<file path="config.mk">
export PLATFORM = sky130hd
export DESIGN_NAME = imm_extend_pipe_flat
export DESIGN_NICKNAME = d
export VERILOG_FILES = /design/src/rtl/imm_extend_pipe_if.sv /design/src/rtl/imm_extend_pipe.sv /design/src/flat_wrapper.sv
export SDC_FILE = /design/constraint.sdc
export NUM_CORES = 1
export LEC_CHECK = 0
export CORE_MARGIN = 10
export CORE_UTILIZATION = 30
export DETAILED_ROUTE_END_ITERATION = 8
export PLACE_DENSITY = 0.57
export SYNTH_ARGS = -nofsm -noshare
export SYNTH_HDL_FRONTEND = slang
export SYNTH_SLANG_ARGS = --single-unit
</file>
<file path="constraint.sdc">
create_clock -name clk -period 5.8 [get_ports clk]
set_input_delay 1.45 -clock clk [delete_from_list [all_inputs] [get_ports clk]]
set_output_delay 1.45 -clock clk [all_outputs]
set_load 0.1 [all_outputs]
</file>
<file path="src/rtl/imm_extend_pipe_if.sv">
// Bus bundle for imm_extend_pipe: input beat (field, mode, tag), output beat
// (extended immediate, tag), their valid/ready pairs and the busy flag.
interface imm_extend_pipe_if #(
    parameter int DATA_W = 32,
    parameter int TAG_W  = 5
);
    logic              in_valid;
    logic              in_ready;
    logic [23:0]       Instr;
    logic [1:0]        InmSrc;
    logic [TAG_W-1:0]  in_tag;
    logic              out_valid;
    logic              out_ready;
    logic [DATA_W-1:0] ExtInm;
    logic [TAG_W-1:0]  out_tag;
    logic              busy;

    modport slave (
        input  in_valid, Instr, InmSrc, in_tag, out_ready,
        output in_ready, out_valid, ExtInm, out_tag, busy
    );

    modport master (
        output in_valid, Instr, InmSrc, in_tag, out_ready,
        input  in_ready, out_valid, ExtInm, out_tag, busy
    );
endinterface

</file>
<file path="src/rtl/imm_extend_pipe.sv">
// Pipelined immediate extender: rotated imm8, zero/sign-extended imm12 and
// shifted branch offsets, with a tag carried alongside each beat.
module imm_extend_pipe #(
    parameter int DATA_W = 32,
    parameter int STAGES = 2,
    parameter int TAG_W  = 5,
    parameter int ROT_EN = 1
) (
    input  logic          clk,
    input  logic          reset,
    imm_extend_pipe_if.slave bus
);

    // First half of the work: pick the field and widen it to DATA_W.
    function automatic logic [DATA_W-1:0] preExtend(input logic [23:0] field,
                                                    input logic [1:0]  mode);
        logic [DATA_W-1:0] res;
        res = '0;
        case (mode)
            2'b00: res[7:0] = field[7:0];
            2'b01: res[11:0] = field[11:0];
            2'b10: begin
                res = {DATA_W{field[23]}};
                res[23:0] = field;
            end
            default: begin
                res = {DATA_W{field[11]}};
                res[11:0] = field[11:0];
            end
        endcase
        return res;
    endfunction

    // Second half: the rotate stays inside 32 bits even for 64-bit builds.
    function automatic logic [DATA_W-1:0] finishExtend(input logic [DATA_W-1:0] pre,
                                                       input logic [3:0]        rot,
                                                       input logic [1:0]        mode);
        logic [DATA_W-1:0] res;
        logic [31:0]       word;
        logic [4:0]        amt;
        res  = pre;
        word = pre[31:0];
        amt  = {rot, 1'b0};
        if (mode == 2'b00 && ROT_EN != 0) begin
            res       = '0;
            res[31:0] = (word >> amt) | (word << (6'd32 - {1'b0, amt}));
        end else if (mode == 2'b10) begin
            res = pre << 2;
        end
        return res;
    endfunction

    logic              inReady;
    logic              outValid;
    logic [DATA_W-1:0] outData;
    logic [TAG_W-1:0]  outTag;
    logic              busyAny;

    // Handshake: a beat moves across a boundary only in a cycle where both
    // valid and ready are high. A stage loads when it is empty or its own beat
    // leaves this cycle, so ready never depends on the valid it qualifies.
    if (STAGES == 1) begin : genOne
        logic              v;
        logic [DATA_W-1:0] data;
        logic [TAG_W-1:0]  tag;

        assign inReady = !v || bus.out_ready;

        always_ff @(posedge clk) begin
            if (reset) begin
                v    <= 1'b0;
                data <= '0;
                tag  <= '0;
            end else if (inReady) begin
                v <= bus.in_valid;
                if (bus.in_valid) begin
                    data <= finishExtend(preExtend(bus.Instr, bus.InmSrc),
                                         bus.Instr[11:8], bus.InmSrc);
                    tag  <= bus.in_tag;
                end
            end
        end

        assign outValid = v;
        assign outData  = data;
        assign outTag   = tag;
        assign busyAny  = v;
    end else begin : genTwo
        logic              v1;
        logic [1:0]        s1Mode;
        logic [3:0]        s1Rot;
        logic [TAG_W-1:0]  s1Tag;
        logic [DATA_W-1:0] s1Pre;
        logic              v2;
        logic [DATA_W-1:0] s2Data;
        logic [TAG_W-1:0]  s2Tag;
        logic              load2;
        logic              adv1;

        assign load2   = !v2 || bus.out_ready;
        assign adv1    = v1 && load2;
        assign inReady = !v1 || adv1;

        // Only the rotate amount of the raw field is still needed downstream.
        always_ff @(posedge clk) begin
            if (reset) begin
                v1     <= 1'b0;
                s1Mode <= '0;
                s1Rot  <= '0;
                s1Tag  <= '0;
                s1Pre  <= '0;
            end else if (inReady) begin
                v1 <= bus.in_valid;
                if (bus.in_valid) begin
                    s1Mode <= bus.InmSrc;
                    s1Rot  <= bus.Instr[11:8];
                    s1Tag  <= bus.in_tag;
                    s1Pre  <= preExtend(bus.Instr, bus.InmSrc);
                end
            end
        end

        always_ff @(posedge clk) begin
            if (reset) begin
                v2     <= 1'b0;
                s2Data <= '0;
                s2Tag  <= '0;
            end else if (load2) begin
                v2 <= v1;
                if (v1) begin
                    s2Data <= finishExtend(s1Pre, s1Rot, s1Mode);
                    s2Tag  <= s1Tag;
                end
            end
        end

        assign outValid = v2;
        assign outData  = s2Data;
        assign outTag   = s2Tag;
        assign busyAny  = v1 || v2;
    end

    assign bus.in_ready  = inReady;
    assign bus.out_valid = outValid;
    assign bus.ExtInm    = outData;
    assign bus.out_tag   = outTag;
    assign bus.busy      = busyAny;

endmodule

</file>
<file path="src/flat_wrapper.sv">
// flat-port wrapper written by rule: the top's interface ports become plain ports
module imm_extend_pipe_flat 
#(
    parameter int DATA_W = 32,
    parameter int STAGES = 2,
    parameter int TAG_W  = 5,
    parameter int ROT_EN = 1
)
  (clk, reset, bus_in_valid, bus_Instr, bus_InmSrc, bus_in_tag, bus_out_ready, bus_in_ready, bus_out_valid, bus_ExtInm, bus_out_tag, bus_busy);
  imm_extend_pipe_if #(.DATA_W(DATA_W), .TAG_W(TAG_W)) bus_i ();
  input  logic clk;
  input  logic reset;
  input wire logic [$bits(bus_i.in_valid)-1:0] bus_in_valid;
  input wire logic [$bits(bus_i.Instr)-1:0] bus_Instr;
  input wire logic [$bits(bus_i.InmSrc)-1:0] bus_InmSrc;
  input wire logic [$bits(bus_i.in_tag)-1:0] bus_in_tag;
  input wire logic [$bits(bus_i.out_ready)-1:0] bus_out_ready;
  output wire logic [$bits(bus_i.in_ready)-1:0] bus_in_ready;
  output wire logic [$bits(bus_i.out_valid)-1:0] bus_out_valid;
  output wire logic [$bits(bus_i.ExtInm)-1:0] bus_ExtInm;
  output wire logic [$bits(bus_i.out_tag)-1:0] bus_out_tag;
  output wire logic [$bits(bus_i.busy)-1:0] bus_busy;
  assign bus_i.in_valid = bus_in_valid;
  assign bus_i.Instr = bus_Instr;
  assign bus_i.InmSrc = bus_InmSrc;
  assign bus_i.in_tag = bus_in_tag;
  assign bus_i.out_ready = bus_out_ready;
  assign bus_in_ready = bus_i.in_ready;
  assign bus_out_valid = bus_i.out_valid;
  assign bus_ExtInm = bus_i.ExtInm;
  assign bus_out_tag = bus_i.out_tag;
  assign bus_busy = bus_i.busy;
  imm_extend_pipe #(.DATA_W(DATA_W), .STAGES(STAGES), .TAG_W(TAG_W), .ROT_EN(ROT_EN)) u_core (.clk(clk), .reset(reset), .bus(bus_i));
endmodule
</file>
==> results.txt <==
The flow ran to the end, and the final reports show no timing, DRC or antenna violations. The areal power density over the cells was 257.1 nW/um2. After routing, the total negative slack on setup checks comes to 0 ps. Depth of the worst register-to-register path: 8. The logs give 0 for the number of antenna violations at the first check in global routing and 5583 for the number of vias after detailed routing. The routed length per placed instance was 21.10 um; the total global-route track usage was 16.22%. After floorplanning, the core was sized to cover 18150 um2. Port buffering added 74 buffers. In this run the tightest slew margin relative to its limit is 28.87%. In this run the critical register-to-register path is launched from u_core.genTwo.s1Rot[1]$_SDFFE_PP0P_.

The main flop type after synthesis was sky130_fd_sc_hd__dfxtp_1. Based on the critical path, the design can be clocked at up to 239.8 MHz. On the worst path, the slowest cell contributes a delay of 410 ps. The number of buffers inserted during clock tree synthesis is 9, and the netlist area before placement is 5605 um2. The ratio of cells with drive above 1 in the final layout was 11.76%; the total number of yosys warnings was 0.

Final number of max-transition violations: 0. The run gives 74 as the number of sinks driven by the clock tree. 75 I/O pins were placed. The largest individual stage delay along the critical path comes from the cell sky130_fd_sc_hd__clkdlybuf4s50_1.

The number of nets with antenna violations after detailed routing is 0. For the pin with the worst max-slew slack, the measured transition is 1062 ps. Along the worst path, the maximum fanout reaches 4.

Setup repair after global routing left no endpoint under its margin. Summing all placed instances gives a cell area of 6349 um2. For the count of final hold-check violations, the log shows 0. The horizontal die dimension was 156.7 um. The die covers 24550 um2. Each instance of the synthesized netlist takes up on average 8.008 um2. Once the floorplan was initialized, standard cells occupied 30.89% of the core.

Worst hold-check slack: 451.8 ps. The worst path in the final design needs a cycle of 4170 ps, including I/O delays and setup. Slack of the worst reg-to-reg path: 2440 ps. For the worst path arrival time, the log shows 2720 ps. The number of synthesized register bits was 74.

Setup violations remaining at the end of the flow were counted as 0. At the worst endpoint, the required time is 4350 ps. Area growth from synthesis to layout: 18.50%. The post-route clock skew was 9.560 ps; the synthesized net count was 736. Once layout is done, the placed cells without fillers occupy 6643 um2.

Post-CTS setup buffer count: 0. The tools report the clock tree root buffer cell as sky130_fd_sc_hd__clkbuf_16. In this run the core area contains 49 standard-cell rows. After detailed routing, the number of vias per cell comes to 5.864. The number of synthesized flops with an enable pin came out at 0. After layout, the worst path uses 71.89% of the clock period. The signal on the critical path passes through clkdlybuf4s50_1 -> nor2b_1 -> nand2_1 -> buf_4. For this design, the CTS-stage hold fixing added 0 buffers. The end-of-flow core utilization was 36.60%; the first-pass detailed-route iteration total was 7.

The first routing iteration left 646 violations. Counting flops with an async set or reset pin after synthesis yields a share of 0%. In this run the number of H-tree levels came out at 3. For the number of max-cap violations, the log shows 0.

For the count of unique library cells instantiated by Yosys, the log shows 57. For this block, the routed nets add up to 20090 um of wire. In this run, post-CTS repair resized a total of 0 instances.

Synthesis produced 700 cells. The critical path in this run is classified as input port to output port. Counting instances, the worst hold path has a depth of 2. For the DRC violation count after routing, the log shows 0. The clock edge transition at the registers on the reported setup and hold paths was 60 ps. TritonCTS built the clock tree. The weighted congestion reported at the end of routability-driven placement is 0.9336.

The worst setup path is launched from an input port. The HPWL after detailed placement is 14070 um. From bottom edge to top edge, the die measures 156.7 um. The insertion delay to the later sink of the worst-skew pair is 350 ps.

In this run the worst setup path begins at bus_out_ready. Entering global routing, the biggest net connects 61 pins. In this run the most critical hold path is launched from u_core.genTwo.s1Tag[2]$_SDFFE_PP0P_. The longest clock path from root to sink contains 2 buffers.

After global routing the overflow that remains totals 0. Summed over all cells, the static leakage comes to 2.200 nW. The tools report the peak ir drop on the vdd network as 0.1918 mV. The total number of nets in the final design was 754; the sequential share of the synthesized area was 26.43%.

The first global-routing pass estimated 31420 um of wire. The path type of the worst min-delay path was register to register. The run gives 0 as the antenna diode count. The worst setup path is captured at an output port. Via count of the first global-routing pass: 5359.
synthesized netlist by cell type, drive strengths merged (5+ instances only):
master	count	share of area [%]
nor2	41	2.7
o21a	8	1.1
o21ai	50	4.5
clkbuf	52	3.5
a311oi	5	0.78
a31oi	6	0.67
mux2	9	1.8
inv	5	0.33
nor2b	12	1.3
o211ai	10	1.3
mux4	35	14
nand3	8	0.71
a211oi	15	2.1
buf	30	3.8
nand2b	7	0.78
a21oi	98	8.7
o2111ai	8	1.3
mux2i	26	4.6
nand2	129	8.6
o22ai	8	0.89
nor3	13	1.2
dfxtp	74	26
worst max-delay path: cells and delay by family:
family | cells | cell delay [ps]
buffers and inverters | 2 | 680
AND/OR/NAND/NOR | 2 | 580
per-stage QoR:
step           cells  total power (W)  setup WS (ps)
3_5_place_dp     936         0.001148           1642
4_1_cts          952         0.001716           1632
3_3_place_gp     936         0.001148           1705
2_1_floorplan    700        0.0009944           2107
6_report         952         0.001708           1630
5_1_grt          952         0.001779           1542
layer usage:
metal  GRT usage [%]  wire (um)
met3           5.510       2136
met4           5.708        560
met5               0          0
met1           21.50       8611
met2           23.96       8778
worst paths after layout:
kind / endpoint
worst max-delay path: bus_in_ready
worst min-delay path: u_core.bus.out_tag[2]$_SDFFE_PP0P_
worst max register to register: u_core.bus.ExtInm[29]$_SDFFE_PP0P_
worst min register to register: u_core.bus.out_tag[2]$_SDFFE_PP0P_
placed cells by master, fill, tap and decap left out, types with 9 or more instances in the layout:
master	instances
sky130_fd_sc_hd__clkdlybuf4s50_1	73
sky130_fd_sc_hd__nand2_1	129
sky130_fd_sc_hd__nor3_1	13
sky130_fd_sc_hd__o211ai_1	10
sky130_fd_sc_hd__a211oi_1	14
sky130_fd_sc_hd__nor2b_1	12
sky130_fd_sc_hd__dfxtp_1	73
sky130_fd_sc_hd__a21oi_1	97
sky130_fd_sc_hd__mux2i_1	25
sky130_fd_sc_hd__buf_4	16
sky130_fd_sc_hd__nor2_1	40
sky130_fd_sc_hd__o21ai_0	47
sky130_fd_sc_hd__mux2_2	9
sky130_fd_sc_hd__mux4_2	29
sky130_fd_sc_hd__clkbuf_16	9
sequential cells by signal (all words and copies together) (netlist names):
name and flops:
u_core.genTwo.s1Mode 2, u_core.genTwo.s1Pre 24, u_core.genTwo.s1Tag 5, u_core.bus.out_valid 1, u_core.genTwo.s1Rot 4, u_core.bus.out_tag 5, u_core.genTwo.v1 1, u_core.bus.ExtInm 32
where the power goes:
group	total (W)	switching, W	internal (W)	leakage (nW)
combinational	0.000551	0.000366	0.000185	1.45
sequential	0.000593	0.0000509	0.000542	0.609
clock	0.000564	0.000230	0.000334	0.143
final cells by class:
class / count / area, um2
fill: 1918 / 11500
timing repair buffer: 89 / 850.8
inverter: 5 / 18.77
multi-input combinational: 539 / 3710
clock buffer: 10 / 229.0
sequential: 74 / 1483
clock inverter: 6 / 65.06
tap: 229 / 286.5
logic make-up (layout without fill, tap and decap cells):
group / after synthesis / after routing / share of synthesized area, %
flops: 74 / 74 / 26.43
xor+xnor: 2 / 2 / 0.5805
fa+ha+maj: 1 / 1 / 0.2232
compound gates: 240 / 240 / 26.72
simple gates: 226 / 226 / 17.48
buf+inv: 87 / 110 / 7.656
mux: 70 / 70 / 20.92
Power figures use the tool's default switching activity.
==> patch 1, RTL diff (same settings) <==
Make the reset (`reset`) asynchronous in 3 clocked blocks.
--- a/src/rtl/imm_extend_pipe.sv
+++ b/src/rtl/imm_extend_pipe.sv
@@ -67,5 +67,5 @@
         assign inReady = !v || bus.out_ready;
 
-        always_ff @(posedge clk) begin
+        always_ff @(posedge clk or posedge reset) begin
             if (reset) begin
                 v    <= 1'b0;
@@ -103,5 +103,5 @@
 
         // Only the rotate amount of the raw field is still needed downstream.
-        always_ff @(posedge clk) begin
+        always_ff @(posedge clk or posedge reset) begin
             if (reset) begin
                 v1     <= 1'b0;
@@ -121,5 +121,5 @@
         end
 
-        always_ff @(posedge clk) begin
+        always_ff @(posedge clk or posedge reset) begin
             if (reset) begin
                 v2     <= 1'b0;
Behaviour: differs if reset is asserted again (counterexample within 4 cycles, from zero or initial values and one cycle with reset high); with reset held inactive, the same outputs for 4 cycles.
==> patch 1 against the original RTL <==
- design area rose by 8.2%
- utilization fell by 0.15 points
- sequential cell count did not move
- setup slack improved by 0.23 ns
- routed wire length rose by 9.9%
- critical path depth did not move
- area after synthesis rose by 8.3%
- register-to-register slack got worse by 0.09 ns
Power is not compared: it rests on default switching activity, and its combinational part moved more than twofold at a synthesized area within 25%.
==> patch 1: results (changes against the original RTL) <==
* Vias in the first global route at 5585 (+4.2%)
* Number of fill cells in the layout at 2028 (+5.7%)
* Gpl congestion at 0.9286 (-0.54%)
* Post-synth net total at 738 (+0.27%)
* Synth area leaders: dfrtp_1 (30%), mux4_2 (8.9%), nand2_1 (6.2%), mux2_2 (5.6%), mux2i_1 (5.4%)
* Post-synthesis xor/xnor area fraction at 0.4120% (-0.17 points)
* Instance area after placement at 0.006887 mm^2 (+8.5%)
* Post-DP HPWL at 15.70 mm (+12%)
* Period utilisation layout at 68.00% (-3.9 points)
* Area of the multi-input gates at 0.003809 mm^2 (+2.7%)
* Synth Area in Adders at 0.2060% (-0.017 points)
* Post-synthesis async set-or-reset flop share at 100.0% (+100 points)
* Outcome: completed
* Nets at 758 (+0.53%)
* Reg2reg setup slack at 2.35 ns (-0.09 ns)
* Placed Cells at 976 (+4.3%)
* GRT met3 Usage at 4.550% (-0.96 points)
* Global-route wire length before repair at 34.23 mm (+9.0%)
* Sequential cells at 74 (unchanged)
* Sequential Area at 0.001854 mm^2 (+25%)
* DR pass1 iterations at 6 (-1)
* Post-synthesis mux area share at 20.68% (-0.23 points)
* Met2 routed WL at 9.512 mm (+8.4%)
* Place WS at 1.862 ns (+0.2196 ns)
* Post-synth top cells: nand2_1 (101), dfrtp_1 (74), o21ai_0 (59)
* Max FO, Critical Path at 3 (-1)
* Fin area at 0.007188 mm^2 (+8.2%)
* Detailed Route Iter0 Violations at 817 (+26%)
* Post-synthesis cell type with the largest combined area: dfrtp_1
* Critical Path AT at 2.49 ns (-0.23 ns)
* Share of layout cells above drive strength 1 at 14.17% (+2.4 points)
* Clock-cell share at 4.195% (-0.23 points)
* Tap cells at 265 (+16%)
* Largest net degree at the start of global routing at 52 (-15%)
* R2R Path End: u_core.bus.ExtInm[28]
* Global-route usage over all layers at 16.52% (+0.30 points)
* Worst-case reg-to-reg path depth at 7 (-1)
* Met1 WL at 9.606 mm (+12%)
* Non-clk buf share at 11.84% (-0.97 points)
* Synth Area in Compound Gates at 24.21% (-2.5 points)
* Unique cell type count in the Yosys netlist at 70 (+23%)
* Synth Instances at 702 (+0.29%)
* R2R Path Start: u_core.genTwo.s1Rot[0]
* M1 GR Usage at 23.52% (+2.0 points)
* Slew @ Worst Pin at 0.9913 ns (-0.07065 ns)
* Layout clock buffers at 9 (-1)
* Via/cell ratio at 5.928 (+1.1%)
* Multi-input gates at 537 (-0.37%)
## patch 1: logic make-up after synthesis
group                    count (synthesis)
AO/OA/AOI/OAI                          217
adder cells (fa/ha/maj)                  1
flip-flops                              74
XOR/XNOR                                 2
buffers and inverters                   91
multiplexers                            91
AND/OR/NAND/NOR                        226
## patch 1: how the worst min path moves through the flow
stage / endpoint / startpoint / slack, ns / depth (start not counted)
floorplan: u_core.bus.out_tag[0] / u_core.genTwo.s1Tag[0] / 0.43 / 2
global placement: u_core.bus.out_tag[4] / u_core.genTwo.s1Tag[4] / 0.45 / 2
detailed placement: u_core.bus.out_tag[4] / u_core.genTwo.s1Tag[4] / 0.44 / 2
CTS: u_core.bus.out_tag[4] / u_core.genTwo.s1Tag[4] / 0.46 / 2
global route: u_core.bus.out_tag[3] / u_core.bus.out_tag[3] / 0.50 / 2
finish: u_core.bus.out_tag[4] / u_core.genTwo.s1Tag[4] / 0.46 / 2
==> patch 2, RTL diff (same flow settings) <==
Made on the original files. `DATA_W` is set to 32 in 3 places; all go to 64.
--- a/src/rtl/imm_extend_pipe_if.sv
+++ b/src/rtl/imm_extend_pipe_if.sv
@@ -2,5 +2,5 @@
 // (extended immediate, tag), their valid/ready pairs and the busy flag.
 interface imm_extend_pipe_if #(
-    parameter int DATA_W = 32,
+    parameter int DATA_W = 64,
     parameter int TAG_W  = 5
 );
--- a/src/rtl/imm_extend_pipe.sv
+++ b/src/rtl/imm_extend_pipe.sv
@@ -2,5 +2,5 @@
 // shifted branch offsets, with a tag carried alongside each beat.
 module imm_extend_pipe #(
-    parameter int DATA_W = 32,
+    parameter int DATA_W = 64,
     parameter int STAGES = 2,
     parameter int TAG_W  = 5,
--- a/src/flat_wrapper.sv
+++ b/src/flat_wrapper.sv
@@ -2,5 +2,5 @@
 module imm_extend_pipe_flat 
 #(
-    parameter int DATA_W = 32,
+    parameter int DATA_W = 64,
     parameter int STAGES = 2,
     parameter int TAG_W  = 5,
Interface: changed (resized bus_ExtInm); port bits go from 75 to 107. The function was not compared with the original's and may differ.
==> patch 2 against the original RTL <==
- sequential cell count grew 1
- design area grew 12%
- clock power shrank 1%
- setup slack gained 0.026 ns
- routed wire length grew 20%
- area after synthesis grew 12%
- clock skew is essentially flat
- die area grew 11%
- register-to-register slack lost 0.29 ns
- power grew 3.9%
- largest cell class unchanged
==> patch 2: results (changes against the original RTL) <==
* Switch Pwr at 0.7322 mW (+13%)
* TritonCTS buffer count at 9 (unchanged)
* Share of layout cells above drive strength 1 at 9.467% (-2.3 points)
* Post-synth net total at 867 (+18%)
* # port buffers at 106 (+43%)
* Vias in the first global route at 5828 (+8.8%)
* Seq/Total Area, Yosys at 23.82% (-2.6 points)
* Max FO, Critical Path at 4 (unchanged)
* Outcome: completed
* H-tree depth at 3 (unchanged)
* Overall routed net length at 24.06 mm (+20%)
* Global-route usage over all layers at 17.08% (+0.86 points)
* Maximum vdd drop at 154.0 uV (-20%)
* Pleak at 2.507 nW (+14%)
* Post-CTS setup buffers at 0 (unchanged)
* Clock skew at 0.009518 ns (-0.00004253 ns)
* DR pass1 iterations at 6 (-1)
* Post-synth top cells: nand2_1 (156), nor2_1 (85), dfxtp_1 (75)
* Post-DP HPWL at 16.97 mm (+21%)
* R2R Path Start: u_core.genTwo.s1Rot[0]
* Via/cell ratio at 5.761 (-1.8%)
* Unique cell type count in the Yosys netlist at 66 (+16%)
* Startpoint of the worst hold path: u_core.bus.out_tag[0]
* Nets at 876 (+16%)
* Synth warnings at 0 (unchanged)
* Global-route wire length before repair at 36.50 mm (+16%)
* Gpl congestion at 0.9805 (+5.0%)
* Synth area leaders: dfxtp_1 (24%), nand2_1 (9.3%), mux4_2 (6.4%), mux2i_1 (6.4%), a21oi_1 (5.8%)
* Slowest CP cell: clkdlybuf4s50_1
* Detailed Route Iter0 Violations at 770 (+19%)
* Slew @ Worst Pin at 1.182 ns (+0.1203 ns)
* Largest net degree at the start of global routing at 58 (-4.9%)
* Number of flip-flops in the largest register at 33 (+3.1%)
* Number of fill cells in the layout at 2174 (+13%)
[patch 2: cell count changes after synthesis, sizes merged, moves of 15 or more]
cell,delta
a211oi,+15
a21oi,-25
buf,+38
nand2,+27
nor2,+45
o21ai,-18
[patch 2: kinds of logic (layout without fill, tap and decap cells)]
group | after synthesis | after routing | share of synthesized area [%]
compound gates | 233 | 233 | 25.31
xor+xnor | 3 | 3 | 0.7148
fa+ha+maj | 1 | 1 | 0.1985
buf+inv | 134 | 148 | 11.42
flops | 75 | 75 | 23.82
mux | 75 | 75 | 17.49
simple gates | 310 | 310 | 21.04
[patch 2: path summary, 6_finish.rpt]
path	endpoint	slack, ns	cells past startpoint
hold / removal	u_core.bus.out_tag[0]	0.46	2
hold reg to reg	u_core.bus.out_tag[0]	0.46	2
setup reg to reg	u_core.bus.ExtInm[15]	2.15	8
setup / recovery	bus_in_ready	1.66	4
[patch 2: per-layer routing]
layer,GRT usage [%],vias to the layer above,share of wire [%]
li1,-,2991,-
met1,24.59,3027,44
met2,24.14,369,43
met3,5.228,37,12
met4,4.066,0,1.6
met5,0,-,0
[patch 2: critical path, delay by kind of cell]
kind                   cells  cell delay (ns)
buffers and inverters      2             0.68
AND/OR/NAND/NOR            2             0.56
[patch 2: cell type report]
cell class	instances	area (um^2)	area share, %
Clock buffer	9	225.2	3.032
Clock inverter	7	60.06	0.8086
Inverter	11	41.29	0.5559
Multi-Input combinational cell	622	4094	55.12
Sequential cell	75	1503	20.23
Tap cell	270	337.8	4.549
Timing Repair Buffer	121	1166	15.70
[patch 2: metrics by stage]
step	util (%)	instances	power, mW	setup slack (ns)	area [um^2]
finish	36.35	1115	1.775	1.656	7427
global route	36.35	1115	1.844	1.544	7427
CTS	36.35	1115	1.772	1.662	7427
detailed placement	34.96	1099	1.215	1.665	7142
global placement	34.96	1099	1.216	1.677	7142
floorplan	-	831	1.053	2.111	6302
[patch 2: power by group through the flow]
stage	registers (mW)	clock network [mW]	logic, mW
after CTS	0.601	0.567	0.604
after global placement	0.612	0	0.604
after floorplan	0.696	0	0.357
final	0.604	0.557	0.613
after global routing	0.608	0.589	0.647
after detailed placement	0.613	0	0.602
